[src/rtl/arb_pkg.sv]
// Shared types, sizes and helpers for the 8-way round-robin arbiter.
package arb_pkg;

    localparam int unsigned N_REQ = 8;
    localparam int unsigned IDX_W = 3;

    typedef enum logic {
        ST_IDLE  = 1'b0,
        ST_GRANT = 1'b1
    } arb_state_e;

    // Next priority position after idx, wrapping N_REQ-1 -> 0.
    function automatic logic [IDX_W-1:0] ptr_next(input logic [IDX_W-1:0] idx);
        return idx + IDX_W'(1);
    endfunction

    // First set request scanning ptr, ptr+1, ... with wrap. Scanning the offsets from
    // the far end down lets the closest-to-ptr candidate overwrite the others.
    function automatic logic [IDX_W-1:0] rr_pick(input logic [N_REQ-1:0] req,
                                                 input logic [IDX_W-1:0] ptr);
        logic [IDX_W-1:0] cand;
        logic [IDX_W-1:0] win;
        win = '0;
        for (int k = N_REQ - 1; k >= 0; k--) begin
            cand = ptr + IDX_W'(k);
            if (req[cand]) begin
                win = cand;
            end
        end
        return win;
    endfunction

endpackage

[src/rtl/dec3to8_en.sv]
// 3-to-8 one-hot decoder with enable; output is all-zero when disabled.
module dec3to8_en
    import arb_pkg::*;
(
    input  logic [IDX_W-1:0] idx,
    input  logic             en,
    output logic [N_REQ-1:0] onehot
);

    // Decode the index into a single set bit, gated by the enable.
    always_comb begin
        onehot = '0;
        if (en) begin
            onehot[idx] = 1'b1;
        end
    end

endmodule

[src/rtl/rr_arbiter8.sv]
// 8-way round-robin arbiter with hold limit and one-cycle idle bubble between grants.
module rr_arbiter8
    import arb_pkg::*;
#(
    parameter int unsigned HOLD_MAX = 16,
    parameter int unsigned CNT_W    = 8
) (
    input  logic             clk,
    input  logic             rst,
    input  logic [N_REQ-1:0] req,
    input  logic             done,
    output logic [N_REQ-1:0] gnt,
    output logic [IDX_W-1:0] gnt_idx,
    output logic             gnt_valid,
    output logic             timeout
);

    arb_state_e       state_q, state_d;
    logic [IDX_W-1:0] idx_q, idx_d;
    logic [IDX_W-1:0] ptr_q, ptr_d;
    logic [CNT_W-1:0] hold_q, hold_d;
    logic             timeout_q, timeout_d;

    logic rel_done;
    logic rel_drop;
    logic rel_limit;

    // Release causes only matter while in GRANT.
    assign rel_done  = done;
    assign rel_drop  = ~req[idx_q];
    assign rel_limit = (hold_q == CNT_W'(HOLD_MAX - 1));

    // Next-state: pick a winner from IDLE, count/release while granted.
    always_comb begin
        state_d   = state_q;
        idx_d     = idx_q;
        ptr_d     = ptr_q;
        hold_d    = hold_q;
        timeout_d = 1'b0;
        unique case (state_q)
            ST_IDLE: begin
                if (|req) begin
                    state_d = ST_GRANT;
                    idx_d   = rr_pick(req, ptr_q);
                    hold_d  = '0;
                end
            end
            ST_GRANT: begin
                if (rel_done || rel_drop || rel_limit) begin
                    state_d   = ST_IDLE;
                    idx_d     = '0;
                    hold_d    = '0;
                    ptr_d     = ptr_next(idx_q);
                    // A limit hit that coincides with a normal release is not a revoke.
                    timeout_d = rel_limit & ~rel_done & ~rel_drop;
                end else begin
                    hold_d = hold_q + CNT_W'(1);
                end
            end
            default: begin
                state_d = ST_IDLE;
            end
        endcase
    end

    // State registers with synchronous reset.
    always_ff @(posedge clk) begin
        if (rst) begin
            state_q   <= ST_IDLE;
            idx_q     <= '0;
            ptr_q     <= '0;
            hold_q    <= '0;
            timeout_q <= 1'b0;
        end else begin
            state_q   <= state_d;
            idx_q     <= idx_d;
            ptr_q     <= ptr_d;
            hold_q    <= hold_d;
            timeout_q <= timeout_d;
        end
    end

    assign gnt_valid = (state_q == ST_GRANT);
    assign gnt_idx   = idx_q;
    assign timeout   = timeout_q;

    dec3to8_en u_dec (
        .idx    (idx_q),
        .en     (gnt_valid),
        .onehot (gnt)
    );

endmodule

[config.mk]
export PLATFORM = sky130hd
export DESIGN_NAME = rr_arbiter8
export DESIGN_NICKNAME = d
export VERILOG_FILES = /design/src/rtl/arb_pkg.sv /design/src/rtl/dec3to8_en.sv /design/src/rtl/rr_arbiter8.sv
export SDC_FILE = /design/constraint.sdc
export NUM_CORES = 1
export LEC_CHECK = 0
export ABC_CLOCK_PERIOD_IN_PS = 3100
export CELL_PAD_IN_SITES_DETAIL_PLACEMENT = 0
export CELL_PAD_IN_SITES_GLOBAL_PLACEMENT = 2
export CORE_MARGIN = 5
export CORE_UTILIZATION = 35
export DETAILED_ROUTE_END_ITERATION = 10
export GPL_TIMING_DRIVEN = 1
export PLACE_DENSITY_LB_ADDON = 0.1
export RECOVER_POWER = 100
export SLEW_MARGIN = 25
export SYNTH_ARGS = -nofsm -noshare
export SYNTH_HDL_FRONTEND = slang
export SYNTH_HIERARCHICAL = 1
export SYNTH_SLANG_ARGS = --single-unit
[constraint.sdc]
create_clock -name clk -period 3.1 [get_ports clk]
set_input_delay 0.775 -clock clk [delete_from_list [all_inputs] [get_ports clk]]
set_output_delay 0.775 -clock clk [all_outputs]
set_load 0.01 [all_outputs]
# Word level (Yosys, flattened, before mapping)

Index checks and enable logic that the tools add are counted.

Flip-flop bits (word level): 16
Latch bits: 0
RAM bits: 0
ROM bits: 0
Input port bits: 11
Output and inout bits: 13
Word-level logic and storage cells: 78
Memories kept: 0

Add/subtract/negate cells: 9
Multiply operators: 0
Div/mod/pow operators: 0
$lt $le $gt $ge: 10
Equality and inequality tests: 3
Shifts and indexed selects: 0
Mux-type cells: 38
Bitwise operators: 6
Reduce and logical (&&, ||, !) cells: 7

Operator list:

| operator            | number |
|---|---|
| $lt 3x4->1 const B  | 9 |
| $mux 3              | 10 |
| $bmux 1 s3          | 9 |
| $mux 8              | 3 |
| $pmux 8 s2          | 1 |
| $add 3x3->3 const B | 4 |
| $mux 1              | 12 |
| $add 8x1->8 const B | 1 |
| $eq 8x4->1 const B  | 1 |
| $reduce_or 8->1     | 1 |
| $add 3x1->3 const B | 2 |
| $add 3x2->3 const B | 2 |
| $pmux 3 s2          | 1 |
| $not 1->1           | 4 |
| $reduce_and 2->1    | 2 |
| $demux 1 s3         | 1 |
| $ge 3x1->1 const B  | 1 |
| $reduce_or 3->1     | 1 |
| $and 1x1->1         | 2 |
| $logic_or 1x1->1    | 2 |
| $ne 2x1->1 const B  | 1 |
| $ne 2x2->1 const B  | 1 |
| $pmux 1 s2          | 1 |
| $logic_and 1x1->1   | 1 |

# Depth between registers and ports, before layout

Gate-level depths: netlist of the first run.

Depth after elaboration: 13
Gate-level depth with buffers: 12
Depth with buffers taken out: 8

# Modules after synthesis

The synthesis of the first run kept the hierarchy.

Modules (own cells, without submodules):

| module      | times used | cells an instance | area an instance (um^2) | sequential area each (um^2) |
|---|---|---|---|---|
| rr_arbiter8 | 1          | 189               | 1737.9                  | 320.3 |
| dec3to8_en  | 1          | 8                 | 95.1                    | 0.0 |

# Worst setup path before layout of the first run

OpenSTA, ideal clock, no wires.

Kind: register to register
From: register ptr_q[1]
To: register idx_q[2] (netlist: gnt_idx[2])
Setup time: 0.122 ns
Arrival: 2.609 ns
Data required time: 2.978 ns
Setup slack: 0.369 ns
Cell stages (with the launch flop): 12
Buffers on the path: 3
Period minus slack after synthesis: 2.731 ns
Cell sequence: dfxtp_1 -> buf_6 -> clkbuf_1 -> inv_1 -> ha_1 -> buf_4 -> mux4_2 -> and3_1 -> a221o_1 -> o211ai_1 -> nand2_1 -> a221o_1

Cells in the longest elaborated chain, start to end: 13
Elaborated cells between the ends (all ways): 33
Those cells by class: add/sub: 7; mux: 26

Ends and longest elaborated chain:

| what                         | line              | RTL |
|---|---|---|
| from (decl)                  | rr_arbiter8.sv:20 | `logic [IDX_W-1:0] ptr_q, ptr_d;` |
| from (signal assigned)       | rr_arbiter8.sv:77 | `ptr_q <= ptr_d;` |
| $add 3x3->3                  | arb_pkg.sv:25     | `cand = ptr + IDX_W'(k);` |
| $bmux 1 s3                   | arb_pkg.sv:26     | `if (req[cand]) begin` |
| $mux 1 (implied by the code) | arb_pkg.sv:26     |  |
| $mux 3 (7 in series)         | arb_pkg.sv:26     |  |
| $mux 3 (*)                   | arb_pkg.sv:26     |  |
| $mux 3 (*)                   | rr_arbiter8.sv:42 | `if (\|req) begin` |
| $pmux 3 s2 (*)               | rr_arbiter8.sv:40 | `unique case (state_q)` |
| to (signal assigned)         | rr_arbiter8.sv:76 | `idx_q <= idx_d;` |
| to (decl)                    | rr_arbiter8.sv:19 | `logic [IDX_W-1:0] idx_q, idx_d;` |

Mark *: on every way between the ends. The rest lies on a longest branch, timed or not. The select of a mux whose other input is x is not followed.
A chain may end at the register's enable or synchronous reset.

# Worst setup path after layout of the first run

From: input req[5]
To: register hold_q[7]

Cells in the longest elaborated chain, start to end: 7
Elaborated cells between the ends (all ways): 9
Those cells by class: eq/ne: 1; mux: 4; bitwise: 1; reduce/logical: 3

Ends and longest elaborated chain:

| what                           | line              | RTL |
|---|---|---|
| from (decl)                    | rr_arbiter8.sv:10 | `input logic [N_REQ-1:0] req,` |
| $bmux 1 s3                     | rr_arbiter8.sv:30 | `assign rel_drop = ~req[idx_q];` |
| $mux 1 (implied by the code)   | rr_arbiter8.sv:30 |  |
| $not 1->1                      | rr_arbiter8.sv:30 |  |
| $logic_or 1x1->1 (2 in series) | rr_arbiter8.sv:49 | `if (rel_done \|\| rel_drop \|\| rel_limit) begin` |
| $mux 8                         | rr_arbiter8.sv:49 |  |
| $pmux 8 s2                     | rr_arbiter8.sv:40 |  |
| to (signal assigned)           | rr_arbiter8.sv:78 | `hold_q <= hold_d;` |
| to (decl)                      | rr_arbiter8.sv:21 | `logic [CNT_W-1:0] hold_q, hold_d;` |

Parallel ways exist; a longest one is shown, timed or not. The select of a mux whose other input is x is not followed.

==> results.sh, run 1 <==
export IMPL_worstSetupStartpointType="input port"
export IMPL_synthesis_instances=197
export IMPL_synth_flop_cell="dfxtp_1"
export IMPL_routed_wl_um=5004
export IMPL_routabilityCongestion=0.8417
export IMPL_final_cell_mix="nor2_1, mux2i_1, dfxtp_1"
export IMPL_wire_per_inst_um=16.85
export IMPL_rows=26
export IMPL_cap_violations=0
export IMPL_fin_tns_setup_ps=0
export IMPL_grt_pass1_wl_um=8542
export IMPL_ir_worst_vdd_mv=0.1888
export IMPL_timing_final_ws_setup_ps=137.6
export IMPL_timing_slew_headroom_pct=52.41
export IMPL_area_growth_pct=20.82
export IMPL_period_share_pct=95.56
export IMPL_antennaDiodeCount=0
export IMPL_post_route_min_period_ps=2962
export IMPL_slew_viol_final=0
export IMPL_rsz0062_at_grt="false"
export IMPL_final_common_cell="nor2_1"
export IMPL_holdCritPathClass="flop to flop"
export IMPL_synth_seq_cells=16
export IMPL_dpl_cell_count=293
export IMPL_port_buffers=23
export IMPL_fin_cells=297
export IMPL_ys_warn_count=6
export IMPL_synth_cell_types=57
export IMPL_worstMarginPinSlew_ps=712.9
export IMPL_vias=1720
export IMPL_cts_setup_buffers=0
export IMPL_first_global_vias=1704
export IMPL_dp_slack_ps=1.535
export IMPL_drive_gt1_share_pct=17.62
export IMPL_drt_first_iter_violations=103
export IMPL_setup_viol=0
export IMPL_multi_input_area_sq_um=1413
export IMPL_arrival_ps=3100
export IMPL_cts_htree_levels=1
export IMPL_outcome="complete, no violations"
export IMPL_drc_errors=0
export IMPL_synth_nets=212
export IMPL_grt_max_degree=19
export IMPL_post_dp_hpwl_um=3915
export IMPL_yosysSeqAreaShare_pct=17.47
export IMPL_synth_cell_area_sq_um=1833
export IMPL_grt_ovfl_total=0
export IMPL_clkLatencyLatePin_ps=250
export IMPL_cts_root_buf="clkbuf_8"
export IMPL_skew_ps=4.784
export IMPL_die_h_um=82.37
export IMPL_numCtsBuffers=3
export IMPL_die_area_sq_um=6785
export IMPL_start_util_pct=35.89
export IMPL_cp_end_kind="flop"
export IMPL_core_sq_um=5107
export IMPL_firstDrtPassIters=4
export IMPL_io_pins=24
export IMPL_hold_viol_final=0
export IMPL_grt_use_total_pct=16.23
export IMPL_holdWs_ps=522.2
export IMPL_regArea_sq_um=320.3
export IMPL_cts_resized_gates=0
export IMPL_crit_type="input port to flop"
export IMPL_via_per_inst=5.791
export IMPL_antenna_found_initial=0
export IMPL_clockBufferDepth=2
export IMPL_pwr_density_cell_nw_per_um2=514.3
export IMPL_die_w_um=82.37
export IMPL_synth_edf_count=0
export IMPL_cts_clk_slew_worst_paths_ps=70
export IMPL_cts_tree="built"
export IMPL_fill_cells=526
export IMPL_clock_sinks=16
export IMPL_worstPathRequired_ps=3240
export IMPL_async_flop_share_pct=0
export IMPL_holdBufCountCts=0
export IMPL_max_freq_mhz=337.6
export IMPL_avgSynthCellArea_sq_um=9.305
export IMPL_total_leakage_power_nw=0.8220
export IMPL_ant_nets=0
export IMPL_final_nets=243
export IMPL_cp_max_fo=10
[state kept, by name, indices dropped and copies added (netlist names)]
name and count:
hold_q 8, ptr_q 3, gnt_idx 3, gnt_valid 1
timeout 1
[power by group]
part	leakage, nW	internal (mW)	total [mW]	switching (mW)
clock	0.0288	0.113	0.185	0.0721
combinational	0.663	0.340	0.682	0.342
sequential	0.130	0.224	0.272	0.0482
total	0.822	0.677	1.14	0.462
[synthesized netlist by cell type (3+ instances only)]
| cell type | number | area share [%] |
|---|---|---|
| mux2_1 | 6 | 3.7 |
| nand3b_1 | 3 | 1.2 |
| mux4_2 | 15 | 18 |
| nor4_1 | 3 | 1.0 |
| clkbuf_1 | 4 | 0.82 |
| a21oi_1 | 11 | 3.0 |
| o21ai_1 | 3 | 0.82 |
| xnor2_1 | 3 | 1.4 |
| buf_6 | 4 | 2.5 |
| nand3_1 | 3 | 0.82 |
| xor2_1 | 3 | 1.4 |
| nor3_1 | 4 | 1.1 |
| mux2i_1 | 18 | 9.8 |
| a221o_1 | 3 | 1.6 |
| nand2b_1 | 4 | 1.4 |
| dfxtp_1 | 16 | 17 |
| nor2_1 | 25 | 5.1 |
| inv_1 | 5 | 1.0 |
| ha_1 | 4 | 2.7 |
| a31oi_1 | 4 | 1.4 |
| nand2_1 | 9 | 1.8 |
| o211ai_1 | 3 | 1.2 |
[metal layers]
layer	up-vias	share of wire, %	routed length, um	track usage, %
li1	835	-	-	-
met1	834	45	2276	22.53
met2	45	47	2364	26.04
met3	6	6.3	317	3.688
met4	0	0.92	46	2.658
met5	-	0	0	0
[worst paths after layout]
check | start | end | slack, ps | cells past startpoint
min reg2reg | hold_q[1] | hold_q[1] | 520 | 2
min | hold_q[1] | hold_q[1] | 520 | 2
max reg2reg | ptr_q[1] | gnt_idx[1] | 360 | 9
max | req[5] | hold_q[7] | 140 | 8
[layout make-up]
cell class | instances | area share, %
timing repair buffer | 35 | 14.12
multi-input combinational | 165 | 63.79
clock buffer | 4 | 2.486
inverter | 7 | 1.186
sequential | 16 | 14.46
tap | 70 | 3.955
[cells by family after synthesis]
kind of cell	synth area share [%]
xor+xnor	2.867
flops	17.47
compound gates	16.18
simple gates	22.46
mux	33.17
fa+ha+maj	2.730
buf+inv	5.119
[stage by stage]
step / util [%] / power [mW] / cell area, sq um
floorplan: - / 0.7770 / 1833
global route: 43.36 / 1.232 / 2215
finish: 43.36 / 1.139 / 2215
detailed placement: 42.55 / 0.9774 / 2173
CTS: 43.63 / 1.170 / 2228
global placement: 42.55 / 0.9692 / 2173
[worst max-delay path, stage by stage]
cell           delay (ps)
dlygate4sd3_1         660
mux4_2                500
mux2_1                350
nand4b_1              130
clkbuf_1              320
o21ai_0               150
a21oi_1               160
nor2_1                 50
(Power assumes the default switching activity.)
==> run 2, diff against run 1 <==
CORE_UTILIZATION = 33   (was 35)
PLACE_DENSITY = 0.83   (was unset)
PLACE_DENSITY_LB_ADDON = unset   (was 0.1)
SYNTH_HIERARCHICAL = unset   (was 1)
==> run 2 against run 1 <==
Net effect: routed wire length is 16% lower; clock power decreased by 17%; critical path type unchanged; power decreased by 17%; largest cell class unchanged; clock skew is 4.0 ps lower; count of clock-buffer cells in the layout is 1 lower; largest power group unchanged.
==> results.sh, run 2 <==
export IMPL_r2r_cells=8
export IMPL_antennaDiodeCount=0
export IMPL_yosysMostFrequentCell="nor2_1"
export IMPL_final_cell_mix="nor2_1, dfxtp_1, nand2_1"
export IMPL_hold_viol_final=0
export IMPL_synthesis_instances=185
export IMPL_holdBufCountCts=0
export IMPL_routed_wl_um=4200
export IMPL_power_frac_seq_pct=27.0
export IMPL_crit_type="input port to flop"
export IMPL_io_pins=24
export IMPL_reg2reg_from="ptr_q[1]"
export IMPL_port_buffers=23
export IMPL_grt_ovfl_total=0
export IMPL_fin_cells=265
export IMPL_clockBufferDepth=2
export IMPL_die_h_um=79.39
export IMPL_core_sq_um=4692
export IMPL_rows=25
export IMPL_clkPwrFrac_pct=16.3
export IMPL_clkLatencyLatePin_ps=240
export IMPL_switching_share_pct=39.86
export IMPL_slew_viol_final=0
export IMPL_synth_top_family_by_area="multiplexers"
export IMPL_synth_nets=200
export IMPL_fill_cells=463
export IMPL_arrival_ps=3090
export IMPL_cts_htree_levels=1
export IMPL_timing_slew_headroom_pct=59.31
export IMPL_synthMuxAreaShare_pct=25.59
export IMPL_fin_tns_setup_ps=0
export IMPL_ys_top_cells_by_area="dfxtp_1, mux4_2, mux2i_1"
export IMPL_cts_tree="built"
export IMPL_synth_area_leader_cell="dfxtp_1"
export IMPL_die_w_um=79.39
export IMPL_worstSetupStartpointType="input port"
export IMPL_rsz0062_at_grt="false"
export IMPL_dpl_cell_count=262
export IMPL_ys_warn_count=0
export IMPL_ir_worst_vdd_mv=0.2589
export IMPL_synth_edf_count=0
export IMPL_synthTopCellsByCount="nor2_1, dfxtp_1, nand2_1"
export IMPL_top_register="hold_q"
export IMPL_ant_nets=0
export IMPL_drc_errors=0
export IMPL_hold_path_depth=1
export IMPL_yosysSeqAreaShare_pct=20.16
export IMPL_finalCoreUtilization_pct=41.63
export IMPL_grt_use_total_pct=14.03
export IMPL_worstPathRequired_ps=3280
export IMPL_pwr_density_cell_nw_per_um2=483.1
export IMPL_total_leakage_power_nw=0.7620
export IMPL_numCtsBuffers=3
export IMPL_yosys_area_share_xor_xnor_pct=3.307
export IMPL_synth_top_area_share_pct=20.16
export IMPL_period_share_pct=93.90
export IMPL_first_global_vias=1493
export IMPL_power_switching_mw=0.3761
export IMPL_die_area_sq_um=6303
export IMPL_synth_compound_area_share_pct=21.73
export IMPL_post_route_min_period_ps=2911
export IMPL_synth_fa_ha_area_share_pct=3.150
export IMPL_skew_ps=0.7527
export IMPL_synth_cell_area_sq_um=1589
export IMPL_routabilityCongestion=0.8389
export IMPL_antenna_found_initial=0
export IMPL_rr_endpoint="gnt_idx[2]"
export IMPL_synth_flop_cell="dfxtp_1"
export IMPL_setup_viol=0
export IMPL_final_nets=228
export IMPL_synth_cell_types=47
export IMPL_firstDrtPassIters=4
export IMPL_cts_setup_buffers=0
export IMPL_min_delay_start="hold_q[2]"
export IMPL_r2r_setup_slack_ps=320
export IMPL_holdCritPathClass="flop to flop"
export IMPL_async_flop_share_pct=0
export IMPL_area_growth_pct=22.91
export IMPL_worstMarginPinSlew_ps=606.7
export IMPL_synth_simple_area_share_pct=20.79
export IMPL_cp_end_kind="flop"
export IMPL_cts_root_buf="clkbuf_8"
export IMPL_cts_clk_slew_worst_paths_ps=60
export IMPL_largest_reg_flops=8
export IMPL_hold_path_end="hold_q[2]"
export IMPL_max_freq_mhz=343.5
export IMPL_pwr_share_comb_pct=56.8
export IMPL_drt_first_iter_violations=83
export IMPL_via_per_inst=5.872
export IMPL_grt_max_degree=18
export IMPL_p_int_mw=0.5674
export IMPL_final_common_cell="nor2_1"
export IMPL_outcome="complete, no violations"
export IMPL_drive_gt1_share_pct=14.22
export IMPL_holdWs_ps=497.4
export IMPL_synth_seq_cells=16
export IMPL_cp_max_fo=8
export IMPL_cap_violations=0
export IMPL_cts_resized_gates=0
export IMPL_avgSynthCellArea_sq_um=8.589
export IMPL_clock_sinks=16
export IMPL_grt_pass1_wl_um=7238
export IMPL_start_util_pct=33.87
export IMPL_post_dp_hpwl_um=3316
export IMPL_wire_per_inst_um=15.85
export IMPL_vias=1556
==> run 2: cell count changes in the layout (fill, tap and decap cells not counted), sizes merged, moves of 4 or more <==
cell	previous run	this run
mux2i	18	8
nor2	25	18
nand2	9	15
and3	1	6
a221oi	0	4
a22o	0	4
mux2	8	4
nand2b	4	8
==> run 2: area by class of cell <==
cell class,instances,area [sq um],share of cell area (%)
multi-input combinational,150,1185,60.67
sequential,16,320.3,16.40
timing repair buffer,34,309.0,15.82
tap,54,67.56,3.459
clock buffer,3,41.29,2.114
inverter,8,30.03,1.537
==> run 2: power by group through the flow <==
stage	combinational, mW	sequential [mW]	clock, mW
2_1_floorplan	0.395	0.245	0
3_3_place_gp	0.535	0.261	0
3_5_place_dp	0.538	0.260	0
4_1_cts	0.539	0.255	0.159
5_1_grt	0.584	0.260	0.169
6_report	0.535	0.254	0.154
==> run 2: kinds of logic (layout without fill, tap and decap cells) <==
family	count (synthesis)	in the layout
AOI/OAI and AO/OA	49	49
xor gates and xnor gates	6	6
adders and majority gates	4	4
buffers and inverters	19	45
DFF	16	16
muxes	24	24
and+or+nand+nor	67	67
==> run 2: metrics by stage <==
step,power [mW],area [sq um],setup WS (ps)
after global routing,1.013,1953,105.7
after CTS,0.9536,1957,309.1
after detailed placement,0.7982,1916,47.87
after floorplan,0.6405,1589,158.6
final,0.9435,1953,189.2
after global placement,0.7960,1916,101.0
==> run 2: layer usage <==
metal	track usage, %	share of wire [%]	up-vias
li1	-	-	764
met1	18.98	45	750
met2	23.74	51	40
met3	2.822	4.4	2
met4	1.718	0.071	0
met5	0	0	-
==> run 2: how the worst max path moves through the flow <==
stage            endpoint  cells past startpoint      from  slack (ps)
5_1_grt        gnt_idx[1]                      7    req[2]         110
4_1_cts        gnt_idx[1]                      7    req[0]         310
6_report       gnt_idx[1]                      7    req[2]         190
2_1_floorplan  gnt_idx[2]                     11  ptr_q[1]         160
3_3_place_gp   gnt_idx[2]                      7    req[6]         100
3_5_place_dp   gnt_idx[1]                      7    req[0]          50
==> run 2: critical path, cell delays in order <==
cell	delay, ps
dlygate4sd3_1	640
mux4_2	540
mux2i_1	270
nor2_1	110
o2bb2ai_1	130
or3b_2	480
o21ai_2	140
==> run 3, diff against run 2 <==
SLEW_MARGIN = unset   (was 25)
==> results of run 3 <==
No change in the layout: final DEF, timing and power equal those of run 2.
